### config.mk
export PLATFORM = sky130hd
export DESIGN_NAME = trace_retire_serializer
export DESIGN_NICKNAME = d
export VERILOG_FILES = /design/src/rtl/trace_retire_serializer.sv
export SDC_FILE = /design/constraint.sdc
export NUM_CORES = 1
export LEC_CHECK = 0
export ABC_CLOCK_PERIOD_IN_PS = 13570
export CAP_MARGIN = 20
export CORE_MARGIN = 5
export CORE_UTILIZATION = 60
export CTS_CLUSTER_SIZE = 25
export DETAILED_ROUTE_END_ITERATION = 10
export GPL_TIMING_DRIVEN = 0
export PLACE_DENSITY = 0.78
export SLEW_MARGIN = 20
export SYNTH_ARGS = -nofsm -noshare
export SYNTH_HDL_FRONTEND = slang
export SYNTH_SLANG_ARGS = --single-unit
### constraint.sdc
create_clock -name clk -period 13.57 [get_ports clk]
set_clock_uncertainty 0.1 [all_clocks]
set_input_delay 1.357 -clock clk [delete_from_list [all_inputs] [get_ports clk]]
set_output_delay 1.357 -clock clk [all_outputs]
set_load 0.01 [all_outputs]
### src/rtl/trace_retire_serializer.sv
//------------------------------------------------------------------------------
// Module   : trace_retire_serializer
// Purpose  : Buffers retired-instruction records in program order and emits
//            each as two 32-bit beats (pc, then instruction) on a stream.
// Revision : 1.0
//------------------------------------------------------------------------------
`default_nettype none

module trace_retire_serializer #(
    parameter int RETIRE_PORTS = 2,
    parameter int DEPTH        = 16,
    parameter int DROP_CNT_W   = 16
) (
    input  logic                        clk,
    input  logic                        rst,
    input  logic [RETIRE_PORTS-1:0]     retire_valid,
    input  logic [32*RETIRE_PORTS-1:0]  retire_pc,
    input  logic [32*RETIRE_PORTS-1:0]  retire_instruction,
    output logic                        m_valid,
    input  logic                        m_ready,
    output logic [31:0]                 m_data,
    output logic                        m_last,
    output logic                        overflow,
    output logic [DROP_CNT_W-1:0]       drop_count,
    input  logic                        clear_overflow,
    output logic [$clog2(DEPTH):0]      occupancy
);

    localparam int AW = $clog2(DEPTH);
    localparam int CW = AW + 1;
    localparam logic [DROP_CNT_W:0] DROP_MAX = {1'b0, {DROP_CNT_W{1'b1}}};

    typedef enum logic [0:0] {
        SEND_PC    = 1'b0,
        SEND_INSTR = 1'b1
    } state_t;

    state_t                 state_q;
    logic [AW-1:0]          rd_ptr_q, rd_ptr_d;
    logic [AW-1:0]          wr_ptr_q, wr_ptr_d;
    logic [CW-1:0]          count_q, count_d;
    logic                   overflow_q, overflow_d;
    logic [DROP_CNT_W-1:0]  drop_count_q, drop_count_d;

    logic [31:0]            pc_mem    [DEPTH];
    logic [31:0]            instr_mem [DEPTH];

    logic [CW-1:0]          free_slots;
    logic [CW-1:0]          n_valid;
    logic [CW-1:0]          n_write;
    logic [CW-1:0]          n_drop;
    logic [RETIRE_PORTS-1:0] wr_en;
    logic [AW-1:0]          wr_addr [RETIRE_PORTS];
    logic [DROP_CNT_W:0]    drop_sum;
    logic                   hs;
    logic                   pop;

    assign free_slots = CW'(DEPTH) - count_q;
    assign m_valid    = (count_q != '0);
    assign hs         = m_valid && m_ready;
    assign pop        = hs && (state_q == SEND_INSTR);

    // Compact valid ports in ascending order; only the first free_slots are stored.
    always_comb begin
        n_valid = '0;
        n_write = '0;
        wr_en   = '0;
        for (int i = 0; i < RETIRE_PORTS; i++) begin
            wr_addr[i] = wr_ptr_q + AW'(n_valid);
            if (retire_valid[i]) begin
                if (n_valid < free_slots) begin
                    wr_en[i] = 1'b1;
                    n_write  = n_write + CW'(1);
                end
                n_valid = n_valid + CW'(1);
            end
        end
        n_drop = n_valid - n_write;
    end

    always_comb begin
        rd_ptr_d = rd_ptr_q + AW'(pop);
        wr_ptr_d = wr_ptr_q + AW'(n_write);
        count_d  = count_q + n_write - CW'(pop);
        drop_sum = {1'b0, drop_count_q} + (DROP_CNT_W+1)'(n_drop);
        overflow_d   = overflow_q;
        drop_count_d = drop_count_q;
        if (n_drop != '0) begin
            overflow_d   = 1'b1;
            if (clear_overflow) begin
                drop_count_d = DROP_CNT_W'(n_drop);
            end else if (drop_sum > DROP_MAX) begin
                drop_count_d = {DROP_CNT_W{1'b1}};
            end else begin
                drop_count_d = drop_sum[DROP_CNT_W-1:0];
            end
        end else if (clear_overflow) begin
            overflow_d   = 1'b0;
            drop_count_d = '0;
        end
    end

    // Storage has no reset; only slots counted by count_q are ever read.
    always_ff @(posedge clk) begin
        for (int i = 0; i < RETIRE_PORTS; i++) begin
            if (!rst && wr_en[i]) begin
                pc_mem[wr_addr[i]]    <= retire_pc[32*i +: 32];
                instr_mem[wr_addr[i]] <= retire_instruction[32*i +: 32];
            end
        end
    end

    always_ff @(posedge clk) begin
        if (rst) begin
            state_q      <= SEND_PC;
            rd_ptr_q     <= '0;
            wr_ptr_q     <= '0;
            count_q      <= '0;
            overflow_q   <= 1'b0;
            drop_count_q <= '0;
        end else begin
            rd_ptr_q     <= rd_ptr_d;
            wr_ptr_q     <= wr_ptr_d;
            count_q      <= count_d;
            overflow_q   <= overflow_d;
            drop_count_q <= drop_count_d;
            if (hs) begin
                state_q <= (state_q == SEND_PC) ? SEND_INSTR : SEND_PC;
            end
        end
    end

    always_comb begin
        m_data = '0;
        m_last = 1'b0;
        if (m_valid) begin
            m_last = (state_q == SEND_INSTR);
            m_data = m_last ? instr_mem[rd_ptr_q] : pc_mem[rd_ptr_q];
        end
    end

    assign overflow   = overflow_q;
    assign drop_count = drop_count_q;
    assign occupancy  = count_q;

endmodule

`default_nettype wire

==> run metrics, run 1 <==
result of the run=complete, no violations; number of setup buffers added after CTS=0; clock slew at reported path FFs=0.06 ns; Filler Cells Inserted=5669; Routed WL=167000 um; Clk Latency, worst-skew pair=~0.69 ns; required time reported for the critical path endpoint=12.11 ns; TritonCTS clock tree=yes; Most Frequent Cell on Critical Path=sky130_fd_sc_hd__clkbuf_1; effective utilization at floorplan=approximately three fifths; cell type with the largest total area after synthesis=sky130_fd_sc_hd__edfxtp_1; flop2flop setup slack=8.48 ns; maximum number of pins on one net before global-route repair=21; fraction of final layout cells with drive strength greater than 1=47.9%; Avg WL per Cell=34.5 um; nature of the critical path endpoint=output pin; clock root buffer=sky130_fd_sc_hd__clkbuf_16; fraction of registers with async set or reset after synthesis=0%; instance area after placement=60700 um^2; Final TNS setup=0 ns; share of synthesized area occupied by flip-flops and latches=56.5%; half-perimeter wire length after placement=between 100000 and 150000 um; CTS H-tree lvls=3; IO Port Bufs=187; core box area=91800 um^2; worst-path fanout max=10; mux share of post-synthesis cell area=34.7%; synthesized-area fraction occupied by adder cells=0.663%; number of vias in the routed layout=33000; via count of the first global-routing pass=~34000; EDFF count, synth=1024; setup repair after global routing missed its margin=false; last weighted congestion value of the routability-driven placer=0.902; data arrival at the endpoint of the critical path=5.38 ns; clk buf depth=3; xor/xnor share of the synthesized area=0.250%; initial antenna violation count=12; Vias/cell=6.84; count of pins over their slew limit=0; proportion of netlist area held by the largest area contributor=55.4%; main combinational cell family by area after synthesis=multiplexers; Post-route DRC=0; quantity of gates resized following cts=0; r2r worst-path depth=17; sequence of cells on the critical path=buf_2 -> clkbuf_1 -> clkbuf_1 -> mux4_2 -> o221ai_1 -> a221oi_1 -> clkdlybuf4s50_1; number of standard cells after synthesis=between 3000 and 4000; number of setup violations in the final report=0; Worst Path Class, Setup=reg2out; die span in y=314 um; io pins=190; clk sinks=between 1000 and 1500; type of origin of the critical path=register; fraction of the cycle the final worst path needs=50.4%; Hold/Removal Path Class=reg2reg; share of the core filled with cells in the final layout=70.0%; wire length of the first global-routing pass=about 240000 um; Simple-Gate Fraction of Synth Area=1.10%; Reg-to-Reg End=drop_count[3]$_SDFFE_PP0P_; power density over the cells=148 nW/um^2; delay of the slowest cell on the worst path=0.95 ns; Worst Setup EP=m_data[22]; hold violation count in the final report=0; post-synthesis instance area=55500 um^2; complex-gate fraction of the synthesized area=between 2 and 3%; relative slew slack=between 15 and 20%; Netlist cell types=60; count of TritonRoute iterations in the first routing pass=6; remaining global-route overflow=0; DR iter-0 viols=4846; antenna viol nets, final=0; most common flop cell mapped by yosys=sky130_fd_sc_hd__edfxtp_1; number of rows created at floorplan=111; synthesized area divided by synthesized cell count=17.8 um^2; Peak VDD IR=179 uV; cell area after layout=64200 um^2; r2r startpoint=occupancy[0]$_SDFF_PP0_; overall track demand over capacity in global routing=~33%; worst setup path startpoint=rd_ptr_q[2]$_SDFF_PP0_; final worst hold slack=0.383 ns; hold buffers post-CTS=0; FMAX=0.146 GHz; count of nets after finishing=~3600; number of CTS-inserted buffers=108; slew at the pin closest to its max-slew limit=1.26 ns; Final WS setup=~6.7 ns; max capacitance violation total=0; ranking of synthesized cells by area=sky130_fd_sc_hd__edfxtp_1 55%, sky130_fd_sc_hd__mux2_2 14%, sky130_fd_sc_hd__mux4_2 10%, sky130_fd_sc_hd__mux2_4 9.3%, sky130_fd_sc_hd__buf_6 1.4%; Leak Pwr=around 21 nW; pre-CTS worst setup slack=7.83 ns; area growth from synthesis to final layout=15.7%; number of warnings issued by yosys=0; Synthesized Nets=3279; slowest cell on the critical path=sky130_fd_sc_hd__clkbuf_1; time the final worst path needs with I/O delays and setup=slightly below 7 ns; horizontal die dimension=between 300 and 400 um; DIE AREA=98700 um^2; Seq cells post-synth=1055
-- through the flow --
step | std cells | total power [mW]
5_1_grt | 4814 | 9.75
3_5_place_dp | 4610 | 6.47
6_report | 4824 | 9.51
4_1_cts | 4808 | 9.45
2_1_floorplan | 3118 | 5.41
3_3_place_gp | 4548 | 6.36
-- flip-flops by register name, summed over array words and instances, names as in the netlist --
register,flops
overflow,1
instr_mem,512
rd_ptr_q,4
pc_mem,512
wr_ptr_q,4
occupancy,5
state_q,1
drop_count,16
-- cell families (layout without fill, tap and decap cells) --
group	Yosys count	in the layout
multiplexers	1344	1344
flip-flops	1055	1055
buffers and inverters	361	811
AO/OA/AOI/OAI	203	203
AND/OR/NAND/NOR	113	113
adder cells (fa/ha/maj)	27	27
XOR/XNOR	15	15
other	0	13
-- how the worst min path moves through the flow --
stage	startpoint	endpoint	slack, ns	cells past startpoint
3_5_place_dp	overflow$_SDFFE_PP0P_	overflow$_SDFFE_PP0P_	0.38	2
4_1_cts	overflow$_SDFFE_PP0P_	overflow$_SDFFE_PP0P_	0.39	2
5_1_grt	overflow$_SDFFE_PP0P_	overflow$_SDFFE_PP0P_	0.42	2
2_1_floorplan	overflow$_SDFFE_PP0P_	overflow$_SDFFE_PP0P_	0.39	2
6_report	overflow$_SDFFE_PP0P_	overflow$_SDFFE_PP0P_	0.38	2
3_3_place_gp	overflow$_SDFFE_PP0P_	overflow$_SDFFE_PP0P_	0.36	2
-- synthesized netlist by cell type (21+ instances only) --
| library cell | number |
|---|---|
| sky130_fd_sc_hd__mux4_2 | 256 |
| sky130_fd_sc_hd__inv_1 | 21 |
| sky130_fd_sc_hd__nor2_1 | 29 |
| sky130_fd_sc_hd__dfxtp_1 | 31 |
| sky130_fd_sc_hd__mux2_2 | 713 |
| sky130_fd_sc_hd__mux2i_1 | 32 |
| sky130_fd_sc_hd__edfxtp_1 | 1024 |
| sky130_fd_sc_hd__buf_2 | 26 |
| sky130_fd_sc_hd__mux2_4 | 343 |
| sky130_fd_sc_hd__buf_4 | 35 |
| sky130_fd_sc_hd__buf_6 | 69 |
| sky130_fd_sc_hd__o21ai_0 | 49 |
| sky130_fd_sc_hd__ha_1 | 23 |
| sky130_fd_sc_hd__clkbuf_1 | 186 |
| sky130_fd_sc_hd__a221oi_1 | 35 |
| sky130_fd_sc_hd__o221ai_1 | 32 |
| sky130_fd_sc_hd__o22a_1 | 32 |
-- layout by cell type, fill, tap and decap left out, drive strengths merged, types with 7 or more instances in the layout --
master / Yosys / layout
buf: 154 / 216
xnor2: 10 / 10
o221ai: 32 / 32
diode: 0 / 13
mux2i: 32 / 32
o21bai: 10 / 10
ha: 23 / 23
a31oi: 7 / 7
inv: 21 / 22
nand2b: 7 / 7
bufinv: 0 / 13
edfxtp: 1024 / 1024
and2: 10 / 10
o21ai: 49 / 49
clkdlybuf4s50: 0 / 187
nor2: 29 / 29
nand2: 20 / 20
dfxtp: 31 / 31
mux2: 1056 / 1056
clkbuf: 186 / 322
clkinv: 0 / 50
a221oi: 35 / 35
a21oi: 16 / 16
mux4: 256 / 256
nor2b: 9 / 9
o22a: 32 / 32
nand3: 7 / 7
-- final cells by class --
class / instances / area, um^2 / area share (%)
diodes: 13 / 32.5 / 0.0506
repair buffers: 252 / 3430 / 5.34
multi-input cells: 1702 / 22100 / 34.4
flip-flops and latches: 1055 / 31400 / 48.8
well taps: 1243 / 1560 / 2.42
inverters: 21 / 78.8 / 0.123
clock buffers: 133 / 2890 / 4.50
plain buffers: 340 / 2170 / 3.38
clock inverters: 65 / 628 / 0.978
-- power breakdown --
group	total, mW	switching, mW	leakage (nW)	internal [mW]
clock network	3.02	1.27	1.74	1.75
logic	2.56	1.42	10.1	1.13
registers	3.93	0.0696	9.50	3.86
total	9.51	2.76	21.3	6.74
-- routing by layer --
| layer | vias to the layer above | wire length, um | track usage, % |
|---|---|---|---|
| li1 | 13300 | - | - |
| met1 | 17100 | 60700 | 44.0 |
| met2 | 2123 | 78100 | 52.9 |
| met3 | 433 | 18700 | 8.67 |
| met4 | 6 | 9110 | 15.5 |
| met5 | - | 41 | 0 |
-- worst max-delay path, delay by kind of cell (launching register included) --
kind                   cells  cell delay, ns
AOI/OAI and AO/OA          2            1.28
buffers and inverters      4            2.69
DFF                        1            0.30
muxes                      1            0.41
(Power assumes the default switching activity.)
==> run 2: changes to the inputs <==
ABC_CLOCK_PERIOD_IN_PS = 5800   (was 13570)
CORE_UTILIZATION = 56   (was 60)
PLACE_DENSITY = 0.77   (was 0.78)
clock period = 5.8 ns   (was 13.57 ns; I/O delays follow)
==> run 2 against run 1 <==
Core utilization fell by 4.7 points. Critical endpoint is now m_data[2]. Count of clock-buffer cells in the layout rose by 11. Die area rose by 6.9%. Sequential cell count did not move. Sequential power rose by 130%. Non-clock buffer count fell by 1. Worst setup slack got worse by 6.7 ns. Largest cell class unchanged. Sequential share of layout area barely moved.
==> run metrics, run 2 (synthesized netlist as in run 1, its figures left out) <==
die span in y=325 um; count of nets after finishing=~3600; io pins=190; Routed WL=between 150000 and 200000 um; number of setup buffers added after CTS=0; CTS H-tree lvls=3; Worst Path Class, Setup=reg2out; max capacitance violation total=0; hold violation count in the final report=0; Reg-to-Reg End=drop_count[1]$_SDFFE_PP0P_; Avg WL per Cell=between 30 and 40 um; fraction of final layout cells with drive strength greater than 1=48.0%; via count of the first global-routing pass=34700; area growth from synthesis to final layout=15.7%; number of vias in the routed layout=33200; clock root buffer=sky130_fd_sc_hd__clkbuf_16; horizontal die dimension=325 um; time the final worst path needs with I/O delays and setup=around 5.8 ns; commonest cells after routing, fill and taps aside=1024 x sky130_fd_sc_hd__edfxtp_1, 713 x sky130_fd_sc_hd__mux2_2, 343 x sky130_fd_sc_hd__mux2_4, 256 x sky130_fd_sc_hd__mux4_2, 206 x sky130_fd_sc_hd__clkbuf_1; DIE AREA=between 100000 and 150000 um^2; hold buffers post-CTS=0; Hold/Removal Path Class=in2reg; Total Power Consumption=22.2 mW; number of stages on the worst hold path=3; number of CTS-inserted buffers=between 100 and 150; relative slew slack=17.6%; slew at the pin closest to its max-slew limit=1.24 ns; final worst hold slack=approximately 0.35 ns; worst-path fanout max=10; slowest cell on the critical path=sky130_fd_sc_hd__clkdlybuf4s15_1; r2r startpoint=occupancy[2]$_SDFF_PP0_; remaining global-route overflow=0; hold path start=clear_overflow; r2r worst-path depth=17; most common library cell in the layout ignoring fill and taps=sky130_fd_sc_hd__edfxtp_1; nature of the critical path endpoint=output pin; data arrival at the endpoint of the critical path=5.09 ns; clk buf depth=3; FMAX=0.173 GHz; family of cells with the greatest summed delay on the critical path=buffers and inverters; DR iter-0 viols=4536; count of pins over their slew limit=0; Vias/cell=6.82; required time reported for the critical path endpoint=5.12 ns; TritonCTS clock tree=yes; effective utilization at floorplan=56.4%; sequence of cells on the critical path=buf_2 -> clkbuf_1 -> clkdlybuf4s15_1 -> mux4_2 -> mux2i_1 -> a221oi_1 -> clkdlybuf4s50_1; number of setup violations in the final report=0; core box area=~100000 um^2; critical path buffer and inverter count=4; half-perimeter wire length after placement=118000 um; count of TritonRoute iterations in the first routing pass=6; overall track demand over capacity in global routing=31.3%; number of rows created at floorplan=115; result of the run=complete, no violations; Clk Latency, worst-skew pair=between 0.6 and 0.7 ns; maximum number of pins on one net before global-route repair=23; clock slew at reported path FFs=~0.06 ns; IO Port Bufs=187; wire length of the first global-routing pass=240000 um; last weighted congestion value of the routability-driven placer=0.912; flop2flop setup slack=0.81 ns; antenna viol nets, final=0; worst setup path startpoint=rd_ptr_q[2]$_SDFF_PP0_; Post-route DRC=0; setup repair after global routing missed its margin=false; Leak Pwr=21.3 nW; Peak VDD IR=389 uV; type of origin of the critical path=register; initial antenna violation count=19; delay of the slowest cell on the worst path=0.94 ns; power density over the cells=346 nW/um^2; clk sinks=1055; Min-Delay Endpoint=overflow$_SDFFE_PP0P_; fraction of the cycle the final worst path needs=99.4%
run 2: cell types whose count changed in the layout (fill, tap and decap cells not counted), sizes merged:
cell,change
clkbuf,+9
clkinv,-9
bufinv,-5
inv,+5
clkdlybuf4s15,+2
buf,-1
run 2: worst reg2reg max path: cells and delay by family, from the launching register on:
family	cells	cell delay [ns]
compound gates	3	0.80
fa+ha+maj	5	1.36
buf+inv	2	0.21
simple gates	7	1.87
flops	1	0.47
run 2: through the flow:
| stage | cells | TNS [ns] | cell area [um^2] | utilization (%) | setup WS (ns) |
|---|---|---|---|---|---|
| floorplan | 3118 | -461.34 | 55500 | - | -1.03 |
| global placement | 4592 | -4817.89 | 59000 | 59.9 | -7.42 |
| detailed placement | 4654 | 0 | 60700 | 61.6 | 0.834 |
| CTS | 4854 | 0 | 64100 | 65.2 | 0.0568 |
| global route | 4859 | 0 | 64200 | 65.2 | 0.0223 |
| finish | 4869 | 0 | 64200 | 65.3 | 0.0321 |
run 2: layout make-up:
cell class | count | area, um^2
clock buffers | 144 | 3000
plain buffers | 340 | 2180
inverters | 21 | 78.8
diodes | 13 | 32.5
well taps | 1287 | 1610
flip-flops and latches | 1055 | 31400
fillers | 6565 | 34200
repair buffers | 251 | 3370
multi-input cells | 1702 | 22100
clock inverters | 56 | 478
run 2: worst max path at each step:
stage,to,slack [ns],depth (start not counted)
after floorplan,instr_mem[4][0]$_DFFE_PP_,-1.03,8
after global routing,m_data[23],0.02,9
after CTS,m_data[22],0.06,7
final,m_data[2],0.03,7
after detailed placement,m_data[22],0.83,7
after global placement,instr_mem[0][14]$_DFFE_PP_,-7.42,8
run 2: timing repair:
item | CTS | global route
endpoints found under the setup margin | 0 | 2
resized for setup | 0 | 6
endpoints found under the hold margin | 0 | 0
run 2: layer usage:
layer  track usage [%]  routed length, um
met1              40.5              60400
met2              50.0              79600
met3              8.15              19200
met4              14.8               9540
met5                 0                231
run 2: report_power, final:
group	switching [mW]	internal (mW)	total (mW)	leakage (nW)
Clock	3.01	3.98	6.99	1.72
Combinational	3.35	2.66	6.02	10.0
Sequential	0.160	9.03	9.19	9.50
Total	6.52	15.7	22.2	21.3
